## config.mk

```make
export PLATFORM = sky130hd
export DESIGN_NAME = seq_chunk_adder
export DESIGN_NICKNAME = d
export VERILOG_FILES = /design/src/rtl/seq_chunk_adder_pkg.sv /design/src/rtl/seq_chunk_adder_cfg_chk.sv /design/src/rtl/seq_chunk_adder_ripple.sv /design/src/rtl/seq_chunk_adder.sv
export SDC_FILE = /design/constraint.sdc
export NUM_CORES = 1
export LEC_CHECK = 0
export ABC_AREA = 1
export CAP_MARGIN = 20
export CORE_UTILIZATION = 50
export CTS_CLUSTER_SIZE = 12
export DETAILED_ROUTE_END_ITERATION = 8
export PLACE_DENSITY = 0.79
export SETUP_SLACK_MARGIN = 0.4
export SLEW_MARGIN = 30
export SYNTH_ARGS = -nofsm -noshare
export SYNTH_HDL_FRONTEND = slang
export SYNTH_HIERARCHICAL = 1
export SYNTH_SLANG_ARGS = --single-unit
```

## constraint.sdc

```tcl
create_clock -name clk -period 3.89 [get_ports clk]
set_clock_uncertainty 0.1 [all_clocks]
set_input_delay 0.778 -clock clk [delete_from_list [all_inputs] [get_ports clk]]
set_output_delay 0.778 -clock clk [all_outputs]
set_load 0.02 [all_outputs]
```

## src/rtl/seq_chunk_adder_pkg.sv

```systemverilog
// Shared types and helpers for the chunked sequential adder.
// Holds the controller state encoding and the counter-width calculation.
package seq_adder_pkg;

    typedef enum logic [1:0] {
        IDLE = 2'd0,
        BUSY = 2'd1,
        DONE = 2'd2
    } state_e;

    // Counter must be at least one bit wide even when a single chunk covers the word.
    function automatic int cnt_width(input int nchunk);
        int w;
        w = $clog2(nchunk);
        return (w < 1) ? 1 : w;
    endfunction

endpackage

```

## src/rtl/seq_chunk_adder_cfg_chk.sv

```systemverilog
// Elaboration-time guard on the adder geometry.
// Stops elaboration when the word does not split into whole chunks.
module seq_chunk_adder_cfg_chk #(
    parameter int WIDTH = 16,
    parameter int CHUNK = 4
) ();

    if (CHUNK < 1) begin : g_chunk_too_small
        $error("seq_chunk_adder: CHUNK must be at least 1");
    end else if ((WIDTH % CHUNK) != 0) begin : g_width_not_multiple
        $error("seq_chunk_adder: WIDTH must be a multiple of CHUNK");
    end

endmodule

```

## src/rtl/seq_chunk_adder_ripple.sv

```systemverilog
// Combinational N-bit ripple adder used for one chunk per cycle.
// Also exposes the carry into the top bit so the caller can form signed overflow.
module chunk_ripple_add #(
    parameter int N = 4
) (
    input  logic [N-1:0] a,
    input  logic [N-1:0] b,
    input  logic         ci,
    output logic [N-1:0] s,
    output logic         co,
    output logic         c_msb
);

    logic [N:0] c_s;

    // Bit-serial carry chain across the chunk.
    always_comb begin
        c_s    = '0;
        s      = '0;
        c_s[0] = ci;
        for (int i = 0; i < N; i++) begin
            s[i]     = a[i] ^ b[i] ^ c_s[i];
            c_s[i+1] = (a[i] & b[i]) | (a[i] & c_s[i]) | (b[i] & c_s[i]);
        end
    end

    assign co    = c_s[N];
    assign c_msb = c_s[N-1];

endmodule

```

## src/rtl/seq_chunk_adder.sv

```systemverilog
// Multi-cycle add/subtract: CHUNK bits per clock with the carry registered between chunks.
// Valid/ready on both sides; one operation in flight at a time.
module seq_chunk_adder
    import seq_adder_pkg::*;
#(
    parameter int WIDTH = 16,
    parameter int CHUNK = 4
) (
    input  logic             clk,
    input  logic             rst,
    input  logic             in_valid,
    output logic             in_ready,
    input  logic [WIDTH-1:0] A,
    input  logic [WIDTH-1:0] B,
    input  logic             Cin,
    input  logic             Sub,
    output logic             out_valid,
    input  logic             out_ready,
    output logic [WIDTH-1:0] Sum,
    output logic             Cout,
    output logic             Ovf
);

    localparam int NCHUNK = WIDTH / CHUNK;
    localparam int CW     = cnt_width(NCHUNK);
    localparam logic [CW-1:0] LAST_CNT = CW'(NCHUNK - 1);

    seq_chunk_adder_cfg_chk #(.WIDTH(WIDTH), .CHUNK(CHUNK)) u_cfg_chk ();

    state_e          state_q, state_d;
    logic [CW-1:0]   cnt_q, cnt_d;
    logic [WIDTH-1:0] a_q, a_d;
    logic [WIDTH-1:0] b_q, b_d;
    logic            carry_q, carry_d;
    logic [WIDTH-1:0] sum_q, sum_d;
    logic            cout_q, cout_d;
    logic            ovf_q, ovf_d;
    logic            out_valid_q, out_valid_d;

    logic [CHUNK-1:0] a_chunk_s;
    logic [CHUNK-1:0] b_chunk_s;
    logic [CHUNK-1:0] s_chunk_s;
    logic             co_s;
    logic             c_msb_s;

    // Select the operand chunk addressed by the counter (one-hot OR mux).
    always_comb begin
        a_chunk_s = '0;
        b_chunk_s = '0;
        for (int i = 0; i < NCHUNK; i++) begin
            a_chunk_s |= (cnt_q == CW'(i)) ? a_q[i*CHUNK +: CHUNK] : '0;
            b_chunk_s |= (cnt_q == CW'(i)) ? b_q[i*CHUNK +: CHUNK] : '0;
        end
    end

    chunk_ripple_add #(.N(CHUNK)) u_chunk_add (
        .a     (a_chunk_s),
        .b     (b_chunk_s),
        .ci    (carry_q),
        .s     (s_chunk_s),
        .co    (co_s),
        .c_msb (c_msb_s)
    );

    // Controller next-state and datapath updates.
    always_comb begin
        state_d     = state_q;
        cnt_d       = cnt_q;
        a_d         = a_q;
        b_d         = b_q;
        carry_d     = carry_q;
        sum_d       = sum_q;
        cout_d      = cout_q;
        ovf_d       = ovf_q;
        out_valid_d = out_valid_q;
        case (state_q)
            IDLE: begin
                if (in_valid) begin
                    a_d     = A;
                    b_d     = Sub ? ~B : B;
                    carry_d = Cin ^ Sub;
                    cnt_d   = '0;
                    state_d = BUSY;
                end else begin
                    state_d = IDLE;
                end
            end
            BUSY: begin
                for (int i = 0; i < NCHUNK; i++) begin
                    sum_d[i*CHUNK +: CHUNK] = (cnt_q == CW'(i)) ? s_chunk_s
                                                                : sum_q[i*CHUNK +: CHUNK];
                end
                carry_d = co_s;
                if (cnt_q == LAST_CNT) begin
                    cout_d      = co_s;
                    ovf_d       = c_msb_s ^ co_s;
                    out_valid_d = 1'b1;
                    state_d     = DONE;
                end else begin
                    cnt_d = cnt_q + CW'(1);
                end
            end
            DONE: begin
                if (out_ready) begin
                    out_valid_d = 1'b0;
                    state_d     = IDLE;
                end else begin
                    state_d = DONE;
                end
            end
            default: begin
                out_valid_d = 1'b0;
                state_d     = IDLE;
            end
        endcase
    end

    // State and result registers with synchronous reset.
    always_ff @(posedge clk) begin
        if (rst) begin
            state_q     <= IDLE;
            cnt_q       <= '0;
            a_q         <= '0;
            b_q         <= '0;
            carry_q     <= 1'b0;
            sum_q       <= '0;
            cout_q      <= 1'b0;
            ovf_q       <= 1'b0;
            out_valid_q <= 1'b0;
        end else begin
            state_q     <= state_d;
            cnt_q       <= cnt_d;
            a_q         <= a_d;
            b_q         <= b_d;
            carry_q     <= carry_d;
            sum_q       <= sum_d;
            cout_q      <= cout_d;
            ovf_q       <= ovf_d;
            out_valid_q <= out_valid_d;
        end
    end

    assign in_ready  = (state_q == IDLE) && !rst;
    assign out_valid = out_valid_q;
    assign Sum       = sum_q;
    assign Cout      = cout_q;
    assign Ovf       = ovf_q;

endmodule

```

=== After elaboration in Yosys (flattened, before gate mapping) ===
Index checks and enable logic that the tools add are counted.

* Flip-flop bits (word level): 56
* Input bits: 38
* Output and inout port bits: 20
* Logic and storage cells: 94

* Bitwise logic cells: 38
* Reduce and logical (&&, ||, !) cells: 13
* Mux-type cells: 21
* Equality and inequality tests: 9
* $add $sub $neg: 1

{| class="wikitable"
|+ Operators by type and width
! cell !! count
|-
| 4-bit 2-to-1 mux || 8
|-
| 4-bit bitwise OR || 6
|-
| 16-bit 2-to-1 mux || 1
|-
| 16-bit inverter || 1
|-
| 1-bit AND || 12
|-
| 2-bit AND reduction || 6
|-
| 1-bit XOR || 10
|-
| 2-bit 2-to-1 mux || 4
|-
| 2-bit inequality test (second input constant) || 4
|-
| 1-bit bitwise OR || 8
|-
| 2-bit equality test (second input constant) || 3
|-
| 2-bit case mux with 3 select lines || 1
|-
| 3-bit AND reduction || 2
|-
| 2-bit by 1-bit equality test with 1-bit output (second input constant) || 2
|-
| 2-bit zero test || 2
|-
| 1-bit 2-to-1 mux || 4
|-
| 2-bit case mux with 2 select lines || 1
|-
| 1-bit case mux with 3 select lines || 1
|-
| 2-bit by 1-bit adder with 2-bit output (second input constant) || 1
|-
| 1-bit case mux with 2 select lines || 1
|-
| 2-bit nonzero test || 1
|-
| 1-bit logical AND || 1
|-
| 1-bit zero test || 1
|-
| 1-bit inverter || 1
|}

=== Logic depth before layout (Yosys ltp) ===
* Depth in word-level cells: 18
* Depth in mapped cells: 17
* Mapped depth without buffers: 16

=== By module ===
Netlist, hierarchy kept.

{| class="wikitable"
|+ By module, submodules not included
! module !! seq. area each (µm²) !! area each (µm²) !! cells each !! instances
|-
| seq_chunk_adder || 1,121.1 || 2,511.2 || 338 || 1
|-
| chunk_ripple_add || 0.0 || 117.6 || 14 || 1
|}

=== Worst setup path before layout ===
No wires, ideal clock.

* Kind: flip-flop to flip-flop
* Start: register cnt_q[0]
* End: register sum_q[11] (netlist: Sum[11])
* Stages on the path, launching flop included: 16
* Arrival time: 2.769 ns
* Path slack: 0.951 ns
* Data required time: 3.720 ns
* Path buffers: 1
* Period minus slack after synthesis: 2.939 ns
* Setup time: 0.070 ns
* Cell sequence: dfxtp_1 inv_1 ha_1 buf_2 nand2_1 nand4_1 inv_1 fa_1 inv_1 fa_1 fa_1 inv_1 fa_1 inv_1 nand3_1 a21oi_1

* Longest elaborated chain between the ends: 15
* Elaborated cells on any way between the ends: 36
* Classes of those cells: 3 x eq/ne; 8 x mux; 23 x bitwise; 2 x reduce/logical

{| class="wikitable"
|+ RTL lines
! item !! RTL line !! source
|-
| start: declaration || seq_chunk_adder.sv:31 || <nowiki>logic [CW-1:0] cnt_q, cnt_d;</nowiki>
|-
| start signal: assignment || seq_chunk_adder.sv:132 || <nowiki>cnt_q <= cnt_d;</nowiki>
|-
| 2-bit by 1-bit equality test with 1-bit output or 2-bit zero test (tied branches) || seq_chunk_adder.sv:51 || <nowiki>a_chunk_s |= (cnt_q == CW'(i)) ? a_q[i*CHUNK +: CHUNK] : '0;</nowiki>
|-
| 4-bit 2-to-1 mux || seq_chunk_adder.sv:51 ||
|-
| 4-bit bitwise OR (2 in series) || seq_chunk_adder.sv:51 ||
|-
| 4-bit bitwise OR (*) || seq_chunk_adder.sv:51 ||
|-
| via a_chunk_s[0] || seq_chunk_adder.sv:40 || <nowiki>logic [CHUNK-1:0] a_chunk_s;</nowiki>
|-
| 1-bit AND || seq_chunk_adder_ripple.sv:23 || <nowiki>c_s[i+1] = (a[i] & b[i]) | (a[i] & c_s[i]) | (b[i] & c_s[i]);</nowiki>
|-
| 1-bit bitwise OR (*) (2 in series) || seq_chunk_adder_ripple.sv:23 ||
|-
| 1-bit AND || seq_chunk_adder_ripple.sv:23 ||
|-
| 1-bit bitwise OR || seq_chunk_adder_ripple.sv:23 ||
|-
| 1-bit bitwise OR (*) || seq_chunk_adder_ripple.sv:23 ||
|-
| 1-bit AND || seq_chunk_adder_ripple.sv:23 ||
|-
| 1-bit bitwise OR || seq_chunk_adder_ripple.sv:23 ||
|-
| 1-bit bitwise OR (*) || seq_chunk_adder_ripple.sv:23 ||
|-
| via c_msb_s || seq_chunk_adder.sv:44 || <nowiki>logic c_msb_s;</nowiki>
|-
| 1-bit XOR (*) || seq_chunk_adder_ripple.sv:22 || <nowiki>s[i] = a[i] ^ b[i] ^ c_s[i];</nowiki>
|-
| via s_chunk_s[3] || seq_chunk_adder.sv:42 || <nowiki>logic [CHUNK-1:0] s_chunk_s;</nowiki>
|-
| end signal: assignment || seq_chunk_adder.sv:136 || <nowiki>sum_q <= sum_d;</nowiki>
|-
| end: declaration || seq_chunk_adder.sv:35 || <nowiki>logic [WIDTH-1:0] sum_q, sum_d;</nowiki>
|}

The timed path passes the listed nets; every way through them passes the cells marked *.
A chain may end at the register's enable or synchronous reset.

=== Worst setup path after layout ===
* Start: register cnt_q[0]
* End: register sum_q[11] (netlist: Sum[11])

* Longest elaborated chain between the ends: 15
* Elaborated cells on any way between the ends: 36
* Classes of those cells: 3 x eq/ne; 8 x mux; 23 x bitwise; 2 x reduce/logical

{| class="wikitable"
|+ RTL lines
! item !! RTL line !! source
|-
| 2-bit by 1-bit equality test with 1-bit output or 2-bit zero test (tied branches) || seq_chunk_adder.sv:52 || <nowiki>b_chunk_s |= (cnt_q == CW'(i)) ? b_q[i*CHUNK +: CHUNK] : '0;</nowiki>
|-
| 4-bit 2-to-1 mux || seq_chunk_adder.sv:52 ||
|-
| 4-bit bitwise OR (2 in series) || seq_chunk_adder.sv:52 ||
|-
| 4-bit bitwise OR (*) || seq_chunk_adder.sv:52 ||
|-
| via b_chunk_s[0] || seq_chunk_adder.sv:41 || <nowiki>logic [CHUNK-1:0] b_chunk_s;</nowiki>
|-
| 1-bit AND || seq_chunk_adder_ripple.sv:23 ||
|-
| 1-bit bitwise OR || seq_chunk_adder_ripple.sv:23 ||
|-
| 1-bit bitwise OR (*) || seq_chunk_adder_ripple.sv:23 ||
|-
| 1-bit AND || seq_chunk_adder_ripple.sv:23 ||
|-
| 1-bit bitwise OR || seq_chunk_adder_ripple.sv:23 ||
|-
| 1-bit bitwise OR (*) || seq_chunk_adder_ripple.sv:23 ||
|-
| 1-bit AND || seq_chunk_adder_ripple.sv:23 ||
|-
| 1-bit bitwise OR || seq_chunk_adder_ripple.sv:23 ||
|-
| 1-bit bitwise OR (*) || seq_chunk_adder_ripple.sv:23 ||
|-
| via c_msb_s || seq_chunk_adder.sv:44 ||
|-
| 1-bit XOR (*) || seq_chunk_adder_ripple.sv:22 ||
|-
| via s_chunk_s[3] || seq_chunk_adder.sv:42 ||
|}

Marks and branches as above.

==> results.py <==
metrics = {
    "run_status": {
        "outcome": "finished, final reports clean",
    },
    "floorplan": {
        "dieArea_sq_um": 5550,
        "core.rowCount": 26,
        "die_h_um": 74.5,
        "start_util_pct": 51.8,
        "core_sq_um": 5070,
        "fp.dieW_um": 74.5,
        "io_pins": 58,
    },
    "worst_setup_path": {
        "r2r-end": "Sum[11]",
        "start_kind": "flop",
        "startpoint": "cnt_q[0]",
        "crit_top_cell": "inv_1",
        "endpoint": "Sum[11]",
        "crit_cells": 14,
        "crit_family": "adder cells",
        "crit_type": "flop to flop",
        "crit-reg2reg-launch": "cnt_q[0]",
        "r2r_cells": 14,
        "cp_slowest_cell": "fa_1",
        "cp_num_buf_inv": 5,
        "crit_chain": "inv_1, ha_1, nand2_1, nand4_1, inv_1, fa_1, inv_1, fa_1, fa_1, inv_1, fa_1, inv_1, nand3_1, a21oi_1",
        "cp.arrival_ns": 3.36,
        "regToRegSetupSlack_ns": 0.68,
        "cp_max_fo": 13,
        "cp_slowest_stage_delay_ns": 0.42,
        "endpoint_kind": "flop",
        "cp_data_required_time_ns": 4.03,
    },
    "cts": {
        "path_clk_slew_ns": 0.09,
        "clk_latency_ns": 0.30,
        "cts_resized": 0,
        "cts_buffers": 5,
        "cts_tree": "yes",
        "cts_num_sinks": 56,
        "cts_setup_buffers": 0,
        "cts_buffer_depth": 2,
        "cts-root-buf": "clkbuf_8",
        "htreeDepth": 2,
        "ctsHoldBuffers": 0,
    },
    "yosys": {
        "yosysSeqAreaShare_pct": 42.6,
        "synth.largest_area_cell": "dfxtp_1",
        "ys_ff_latch": 56,
        "synth_area_sq_um": 2630,
        "synth.top_cell.area_share_pct": 42.6,
        "yosys-top-cells-area": "dfxtp_1 43%, nand2_1 15%, a21oi_1 6.9%",
        "synth_warnings": 6,
        "syn_nets": 398,
        "syn_area_per_cell_sq_um": 7.47,
        "syn_inst": 352,
        "ys_types": 25,
    },
    "timing": {
        "hold_viol": 0,
        "timing.fmax_mhz": 311,
        "setup_viol": 0,
        "post-route-period-util_pct": 82.6,
        "worst_pin_slew_ns": 0.927,
        "setup-tns-final_ns": 0,
        "rsz0062_at_grt": "false",
        "max_slew_margin_pct": 38.0,
        "drv_slew": 0,
        "min_period_ns": 3.21,
    },
    "detailed_routing": {
        "ant_nets": 0,
        "route.detailed.drc": 0,
        "dr_total_vias": 2265,
        "routed_wl_mm": 5.45,
        "drtPass1Iterations": 4,
        "vias_per_cell": 4.83,
        "wl_per_cell_um": 11.6,
        "drt-initial-drc-count": 153,
    },
    "power": {
        "power_leakage_nw": 1.31,
        "internal-power_uw": 908,
        "p_sw_share_pct": 27.7,
        "power_density_nw_per_um2": 383,
        "max-vdd-ir-drop_mv": 0.172,
        "p_total_mw": 1.26,
        "pwr-share-clk_pct": 29.5,
        "p_sw_uw": 348,
        "comb_power_share_pct": 20.1,
        "p_seq_share_pct": 50.4,
    },
    "grt": {
        "grt_first_pass_wirelength_mm": 8.62,
        "grt_usage_pct": 20.0,
        "overflow": 0,
        "first_global_vias": 1955,
        "grt_max_degree": 38,
        "antenna_found_initial": 0,
    },
    "job": {
        "maxCapViolCount": 0,
    },
    "cells_and_area": {
        "drive_gt1_share_pct": 4.01,
        "syn_to_final_growth_pct": 24.7,
        "nets": 444,
        "diodes": 0,
    },
    "place": {
        "dp_hpwl_mm": 3.88,
        "gp_congestion": 0.810,
        "port_buffers": 57,
    },
    "worst_hold_path": {
        "hold_class": "flop to flop",
    },
}
-- power by group through the flow --
stage          Combinational, mW  Sequential [mW]  Clock, mW
3_3_place_gp               0.245            0.646          0
4_1_cts                    0.253            0.633      0.372
5_1_grt                    0.281            0.638      0.395
6_report                   0.252            0.633      0.370
2_1_floorplan              0.170            0.646          0
3_5_place_dp               0.251            0.646          0
-- cell type report --
| cell class | count | area [sq um] |
|---|---|---|
| clock inverters | 2 | 35.0 |
| multi-input cells | 254 | 1300 |
| fillers | 479 | 1800 |
| inverters | 23 | 87.6 |
| flip-flops and latches | 56 | 1120 |
| repair buffers | 58 | 578 |
| well taps | 70 | 87.6 |
| clock buffers | 6 | 72.6 |
-- tightest hold or removal path, delay by kind of cell (launching register included) --
kind | cells | cell delay, ns
AND/OR/NAND/NOR | 1 | 0.06
AO/OA/AOI/OAI | 1 | 0.05
flip-flops | 1 | 0.32
-- cells by family after synthesis --
logic type,count (synthesis),share of synthesized area [%]
AO/OA/AOI/OAI,53,10.1
XOR/XNOR,17,5.66
adder cells (fa/ha/maj),8,4.95
buffers and inverters,42,8.04
flip-flops,56,42.6
AND/OR/NAND/NOR,176,28.6
-- cell usage after synthesis (all sizes together) --
cell type and count:
nand2 107, xor2 17, buf 15, nand4 8, fa 4, clkinv 1, clkbuf 4, dfxtp 56
o21ai 17, a21oi 36, nand3 16, ha 4, inv 22, nor2 45
-- sequential cells by signal, summed over array words and instances, names as in the netlist --
| signal | flops |
|---|---|
| Sum | 16 |
| a_q | 16 |
| b_q | 16 |
| cnt_q | 2 |
| state_q | 2 |
| Cout | 1 |
| Ovf | 1 |
| carry_q | 1 |
| out_valid | 1 |
-- through the flow --
stage | setup WS [ns] | hold WS [ns] | cells | area [sq um] | util (%)
final | 0.677 | 0.366 | 469 | 3280 | 64.6
after global routing | 0.490 | 0.381 | 469 | 3280 | 64.6
after CTS | 0.673 | 0.367 | 469 | 3280 | 64.6
after detailed placement | 0.723 | 0.354 | 461 | 3170 | 62.5
after global placement | 0.818 | 0.351 | 461 | 3170 | 62.5
after floorplan | 0.951 | 0.344 | 352 | 2630 | -
-- worst min-delay path by stage --
| stage | startpoint | end | slack (ns) | cells after the start |
|---|---|---|---|---|
| finish | Sum[6] | Sum[6] | 0.37 | 2 |
| global route | Sum[10] | Sum[10] | 0.38 | 2 |
| CTS | Sum[6] | Sum[6] | 0.37 | 2 |
| detailed placement | Sum[1] | Sum[1] | 0.35 | 2 |
| global placement | Sum[0] | Sum[0] | 0.35 | 2 |
| floorplan | b_q[0] | b_q[0] | 0.34 | 2 |
-- cells in the final DEF (no fill, tap or decap) --
master,n
nand2_1,105
clkdlybuf4s50_1,57
dfxtp_1,56
nor2_1,43
a21oi_1,36
inv_1,20
xor2_1,17
nand3_1,15
o21ai_0,14
nand4_1,8
clkbuf_8,5
ha_1,4
fa_1,4
o21ai_1,3
inv_2,2
nand2_4,2
clkinv_2,2
nor2_8,1
nand3_4,1
nor2_4,1
bufinv_16,1
clkbuf_1,1
buf_4,1
-- layer usage --
| layer | up-vias | track usage [%] | part of all wire [%] | wire length [um] |
|---|---|---|---|---|
| li1 | 1201 | - | - | - |
| met2 | 61 | 31.9 | 46 | 2500 |
| met5 | - | 0 | 0 | 0 |
| met1 | 998 | 26.8 | 49 | 2660 |
| met3 | 5 | 5.56 | 4.5 | 246 |
| met4 | 0 | 5.24 | 0.70 | 38 |
Note: power is estimated with default switching activity, not from simulation.
